### config.mk
export PLATFORM = sky130hd
export DESIGN_NAME = box_raster_drawer
export DESIGN_NICKNAME = d
export VERILOG_FILES = /design/src/rtl/box_raster_drawer.sv
export SDC_FILE = /design/constraint.sdc
export NUM_CORES = 1
export LEC_CHECK = 0
export ABC_CLOCK_PERIOD_IN_PS = 11300
export CORE_MARGIN = 1.5
export CORE_UTILIZATION = 50
export CTS_BUF_LIST = sky130_fd_sc_hd__clkbuf_8
export DETAILED_ROUTE_END_ITERATION = 10
export PLACE_DENSITY = 0.74
export SYNTH_ARGS = -nofsm -noshare
export SYNTH_HDL_FRONTEND = slang
export SYNTH_SLANG_ARGS = --single-unit
### constraint.sdc
create_clock -name clock -period 11.3 [get_ports clock]
set_input_delay 2.26 -clock clock [delete_from_list [all_inputs] [get_ports clock]]
set_output_delay 2.26 -clock clock [all_outputs]
set_load 0.005 [all_outputs]
### src/rtl/box_raster_drawer.sv
// box_raster_drawer
//   Accepts one axis-aligned box descriptor per valid/ready handshake and
//   walks it row-major, presenting one pixel per clock to vga_adapter.
//   Pixels that fall outside SCREEN_WIDTH x SCREEN_HEIGHT are stepped but not plotted.
//   Handshake: a box transfers on a rising clock edge where s_valid && s_ready.
//   s_ready is high only in IDLE. The descriptor is latched at the transfer
//   and stays fixed until the box completes.
//   Optional macro BOX_RASTER_OUTLINE_EN adds in_outline. When it is latched
//   high, only border pixels are plotted, and timing is unchanged.
module box_raster_drawer #(
    parameter logic [8:0] SCREEN_WIDTH  = 9'd160,
    parameter logic [8:0] SCREEN_HEIGHT = 9'd120,
    parameter int         COLOUR_W      = 3
) (
    input  logic                clock,
    input  logic                reset_n,
    input  logic                s_valid,
    output logic                s_ready,
    input  logic [8:0]          in_box_x,
    input  logic [8:0]          in_box_y,
    input  logic [8:0]          in_box_w,
    input  logic [8:0]          in_box_h,
    input  logic [COLOUR_W-1:0] in_box_color,
`ifdef BOX_RASTER_OUTLINE_EN
    input  logic                in_outline,
`endif
    output logic [8:0]          vga_x,
    output logic [7:0]          vga_y,
    output logic                plot,
    output logic [COLOUR_W-1:0] colour,
    output logic                done
);

    typedef enum logic {S_IDLE = 1'b0, S_DRAW = 1'b1} state_t;

    state_t r_state;
    state_t w_state_nxt;

    logic [8:0] r_x0, r_y0, r_w, r_h;
    logic [8:0] r_cx, r_cy;

    logic w_accept, w_empty, w_last_col, w_last_row;
    logic w_start, w_step, w_finish;

    // Pixel about to be registered: either the first pixel of a new box
    // (taken straight from the inputs) or the next pixel of the current one.
    logic [8:0] w_src_x0, w_src_y0, w_nxt_cx, w_nxt_cy;
    logic [9:0] w_px, w_py;
    logic       w_in_view, w_visible;

`ifdef BOX_RASTER_OUTLINE_EN
    logic       r_outline;
    logic       w_src_outline, w_border;
    logic [8:0] w_src_w, w_src_h;
`endif

    assign s_ready    = (r_state == S_IDLE);
    assign w_accept   = s_valid && s_ready;
    assign w_empty    = (in_box_w == 9'd0) || (in_box_h == 9'd0);
    assign w_last_col = (r_cx == r_w - 9'd1);
    assign w_last_row = (r_cy == r_h - 9'd1);

    // State register.
    always_ff @(posedge clock or negedge reset_n) begin
        if (!reset_n) r_state <= S_IDLE;
        else          r_state <= w_state_nxt;
    end

    // Next state and per-cycle control strobes.
    always_comb begin
        w_state_nxt = r_state;
        w_start     = 1'b0;
        w_step      = 1'b0;
        w_finish    = 1'b0;
        case (r_state)
            S_IDLE: begin
                if (w_accept && !w_empty) begin
                    w_state_nxt = S_DRAW;
                    w_start     = 1'b1;
                end
            end
            S_DRAW: begin
                if (w_last_col && w_last_row) begin
                    w_state_nxt = S_IDLE;
                    w_finish    = 1'b1;
                end else begin
                    w_step = 1'b1;
                end
            end
            default: w_state_nxt = S_IDLE;
        endcase
    end

    // Select the coordinates of the pixel presented in the next cycle.
    always_comb begin
        w_src_x0 = r_x0;
        w_src_y0 = r_y0;
        w_nxt_cx = w_last_col ? 9'd0 : r_cx + 9'd1;
        w_nxt_cy = w_last_col ? r_cy + 9'd1 : r_cy;
        if (w_start) begin
            w_src_x0 = in_box_x;
            w_src_y0 = in_box_y;
            w_nxt_cx = 9'd0;
            w_nxt_cy = 9'd0;
        end
    end

    // Ten-bit sums so that a box hanging off the edge never wraps back on screen.
    assign w_px      = {1'b0, w_src_x0} + {1'b0, w_nxt_cx};
    assign w_py      = {1'b0, w_src_y0} + {1'b0, w_nxt_cy};
    assign w_in_view = (w_px < {1'b0, SCREEN_WIDTH}) && (w_py < {1'b0, SCREEN_HEIGHT});

`ifdef BOX_RASTER_OUTLINE_EN
    assign w_src_outline = w_start ? in_outline : r_outline;
    assign w_src_w       = w_start ? in_box_w   : r_w;
    assign w_src_h       = w_start ? in_box_h   : r_h;
    assign w_border      = (w_nxt_cx == 9'd0) || (w_nxt_cx == w_src_w - 9'd1) ||
                           (w_nxt_cy == 9'd0) || (w_nxt_cy == w_src_h - 9'd1);
    assign w_visible     = w_in_view && (!w_src_outline || w_border);
`else
    assign w_visible     = w_in_view;
`endif

    // Descriptor latch, raster counters and registered pixel outputs.
    always_ff @(posedge clock or negedge reset_n) begin
        if (!reset_n) begin
            r_x0   <= '0;
            r_y0   <= '0;
            r_w    <= '0;
            r_h    <= '0;
            r_cx   <= '0;
            r_cy   <= '0;
            vga_x  <= '0;
            vga_y  <= '0;
            plot   <= 1'b0;
            colour <= '0;
            done   <= 1'b0;
        end else begin
            done <= (w_accept && w_empty) || w_finish;
            if (w_start) begin
                r_x0   <= in_box_x;
                r_y0   <= in_box_y;
                r_w    <= in_box_w;
                r_h    <= in_box_h;
                colour <= in_box_color;
            end
            if (w_start || w_step) begin
                r_cx  <= w_nxt_cx;
                r_cy  <= w_nxt_cy;
                vga_x <= w_px[8:0];
                vga_y <= w_py[7:0];
                plot  <= w_visible;
            end else begin
                plot  <= 1'b0;
            end
        end
    end

`ifdef BOX_RASTER_OUTLINE_EN
    // Outline mode bit travels with the descriptor.
    always_ff @(posedge clock or negedge reset_n) begin
        if (!reset_n)     r_outline <= 1'b0;
        else if (w_start) r_outline <= in_outline;
    end
`endif

endmodule

==> flow_summary.yaml <==
setup_path:
  endpoint_kind: "register"
  crit_path_max_incr_delay_ps: 560
  ff2ff_setup_slack_ps: 6660
  cp_data_arrival_time_ps: 6330
  reg2regPathDepth: 16
  slowest_stage: "o41ai_1"
  r2r_start: "r_w[2]"
  start_kind: "input pin"
  crit_end: "plot"
  critPathRequiredTime_ps: 11600
  r2r_end: "plot"
  crit_path_start: "in_box_h[6]"
  crit_type: "input pin to register"
  worstPathCellList: "clkdlybuf4s50_1 -> nor4_1 -> nand2_1 -> o41ai_1 -> nand3b_1 -> buf_4 -> nand2_1 -> nand2_1 -> ha_1 -> a211oi_1 -> o21ai_0 -> a21o_1 -> a21oi_1 -> xnor2_1 -> a2111oi_0 -> o2111a_1"
  cp_common_cell: "nand2_1"
  cp_max_fo: 41
logic_synthesis:
  synth_area_leaders: "dfrtp_1 (39%), nand2_1 (10%), ha_1 (5.6%), xnor2_1 (3.8%), o21ai_0 (3.0%)"
  synth-seq-cells: 77
  synth-seq-area-share: 0.394
  syn_area_um2: 4890
  synth_top_family_by_area: "simple AND/OR/NAND/NOR gates"
  yosysUniqueCellTypes: 61
  synthSimpleGateAreaFrac: 0.255
  synth_warnings: 0
  syn_inst: 560
  synth_edf_count: 0
  synthArstFlopShare: 1.00
  synthMuxAreaShare: 0.0532
  avgSynthCellArea_um2: 8.73
  synth_top_flop_cell: "dfrtp_1"
  synth_area_leader_cell: "dfrtp_1"
  synth_xor_area_frac: 0.0586
  synth_compound_area_frac: 0.133
  syn-num-nets: 626
  synth-adder-area-share: 0.0645
  synth_top_area_frac: 0.394
route:
  via_per_inst: 5.51
  drtPass1Iterations: 4
  antenna_left: 0
  drtIter0Drc: 187
  routed_wl_um: 11100
  wl_per_cell_um: 14.7
  vias: 4132
  drc: 0
sta:
  holdWs_ps: 479
  setup_violations: 0
  fin_crit_sh: 0.534
  finalSetupTns_ps: 0
  worst_clock_skew_ps: 16.4
  setup_slack_ps: 5260
  grt_setup_unrepaired: "no"
  slew_headroom: 0.243
  finalMaxSlewViolations: 0
  fmax_mhz: 166
  hold_viol_final: 0
  finalCriticalPeriod_ps: 6040
  worstMarginPinSlew_ps: 1130
global_route:
  grt_pass1_vias: 4153
  grt_usage: 0.231
  grt_overflow_total: 0
  antenna_found_initial: 0
  grt_pass1_wl_um: 18900
  grt_max_degree: 78
clock_network:
  cts_buffers: 9
  cts-root-buf: "clkbuf_8"
  cts_resized: 0
  post_cts_buffers: 0
  cts_sinks: 77
  worstSkewPairLatency_ps: 360
  clock_path_buffers: 2
  htree_num_levels: 3
  cts_tree: "built"
  cts-hold-fix-buffers: 0
  clkTransAtPathRegs_ps: 90
finish:
  fin_nets: 683
  drive_gt1_frac: 0.0773
  regArea_um2: 1930
  multi_input_area_um2: 2760
  syn_to_final_growth_pct: 19.4
  fillers: 841
  utilization: 0.623
  diodes: 0
pwr:
  p_leak_nw: 2.70
  ir_drop_uv: 121
  power_per_cell_area_nw_per_um2: 218
worst_hold_path:
  hp-class: "register to register"
die:
  dieWidth_um: 102
  die-area_um2: 10400
  io_pins: 65
  coreArea_um2: 9370
  initial_utilization: 0.522
  fp.dieH_um: 102
  rows: 35
place:
  gp_congestion: 0.856
  place_ws_ps: 4880
  dp_hpwl_um: 7900
  io_buffers: 64
job:
  drv_cap: 0
status:
  outcome: "finished clean"
routing by layer:
metal	global-route usage	vias up	share of wire
met5	0	-	0
met4	0.101	0	0.024
met3	0.0321	25	0.025
met2	0.395	63	0.49
met1	0.294	1986	0.46
li1	-	2058	-
cells in the mapped netlist (4+ instances only):
library cell / number
or3_1: 9
xnor2_1: 21
mux2_4: 8
nor2b_1: 4
nor3b_1: 8
nand2_1: 132
a211oi_1: 6
mux2_2: 8
nand4b_1: 5
nor4_1: 5
a21o_1: 5
xor2_1: 9
mux2i_1: 5
clkbuf_1: 19
nor2_1: 32
and3_1: 8
ha_1: 22
a21oi_1: 19
o21ai_0: 29
nand4_1: 7
o31ai_1: 4
nor3_1: 12
nand2b_1: 11
o21bai_1: 5
a31o_2: 4
inv_1: 23
dfrtp_1: 77
o221ai_1: 5
nand3_1: 11
worst min-delay path by stage:
stage | from | endpoint | cells after the start
after floorplan | r_x0[0] | r_x0[0] | 2
after global placement | r_x0[0] | r_x0[0] | 2
after detailed placement | r_x0[0] | r_x0[0] | 2
after CTS | r_x0[0] | r_x0[0] | 2
after global routing | r_x0[0] | r_x0[0] | 2
final | r_x0[0] | r_x0[0] | 2
power by group:
group,switching [W],internal [W]
Clock,0.000102,0.000128
Combinational,0.000286,0.000308
Sequential,0.0000815,0.000366
per-stage QoR:
stage | power [W] | instance area [um^2] | cells
after detailed placement | 0.00104 | 5620 | 735
after global placement | 0.00102 | 5620 | 735
after CTS | 0.00128 | 5840 | 750
after global routing | 0.00138 | 5840 | 750
final | 0.00127 | 5840 | 750
after floorplan | 0.000859 | 4890 | 560
cell usage in the layout (no fill, tap or decap), types with 5 or more instances in the layout:
master,count
a21oi_1,19
o221ai_1,5
and3_1,8
clkbuf_8,10
nor2_1,32
nor3b_1,7
nand4_1,7
mux2_2,8
xor2_1,9
a211oi_1,6
nand2b_1,11
nand3_1,11
o21bai_1,5
ha_1,22
nor4_1,5
a21o_1,5
inv_1,24
buf_4,7
nand4b_1,5
or3_1,9
dfrtp_1,77
o21ai_0,29
nor3_1,12
xnor2_1,21
clkdlybuf4s50_1,63
nand2_1,132
mux2i_1,5
mux2_4,8
kinds of logic (layout without fill, tap and decap cells):
kind of cell | after synthesis | in the layout
mux | 21 | 21
flops | 77 | 77
fa+ha+maj | 24 | 24
buf+inv | 47 | 108
compound gates | 99 | 99
simple gates | 261 | 261
xor+xnor | 31 | 31
layout make-up:
| class | instances | share of cell area |
|---|---|---|
| flip-flops and latches | 77 | 0.330 |
| clock inverters | 5 | 0.0131 |
| multi-input cells | 436 | 0.474 |
| clock buffers | 10 | 0.0236 |
| well taps | 129 | 0.0277 |
| repair buffers | 70 | 0.117 |
| inverters | 23 | 0.0148 |
sequential cells by signal, indices dropped and copies added (netlist names):
name,count
colour,3
done,1
plot,1
r_cx,9
r_cy,9
r_h,9
r_state,1
r_w,9
r_x0,9
r_y0,9
vga_x,9
vga_y,8
critical path: cells and delay by family:
kind | cells | cell delay [ps]
AO/OA/AOI/OAI | 7 | 2000
XOR/XNOR | 1 | 100
adder cells (fa/ha/maj) | 1 | 270
buffers and inverters | 2 | 830
AND/OR/NAND/NOR | 5 | 860
Note: power is estimated with default switching activity, not from simulation.
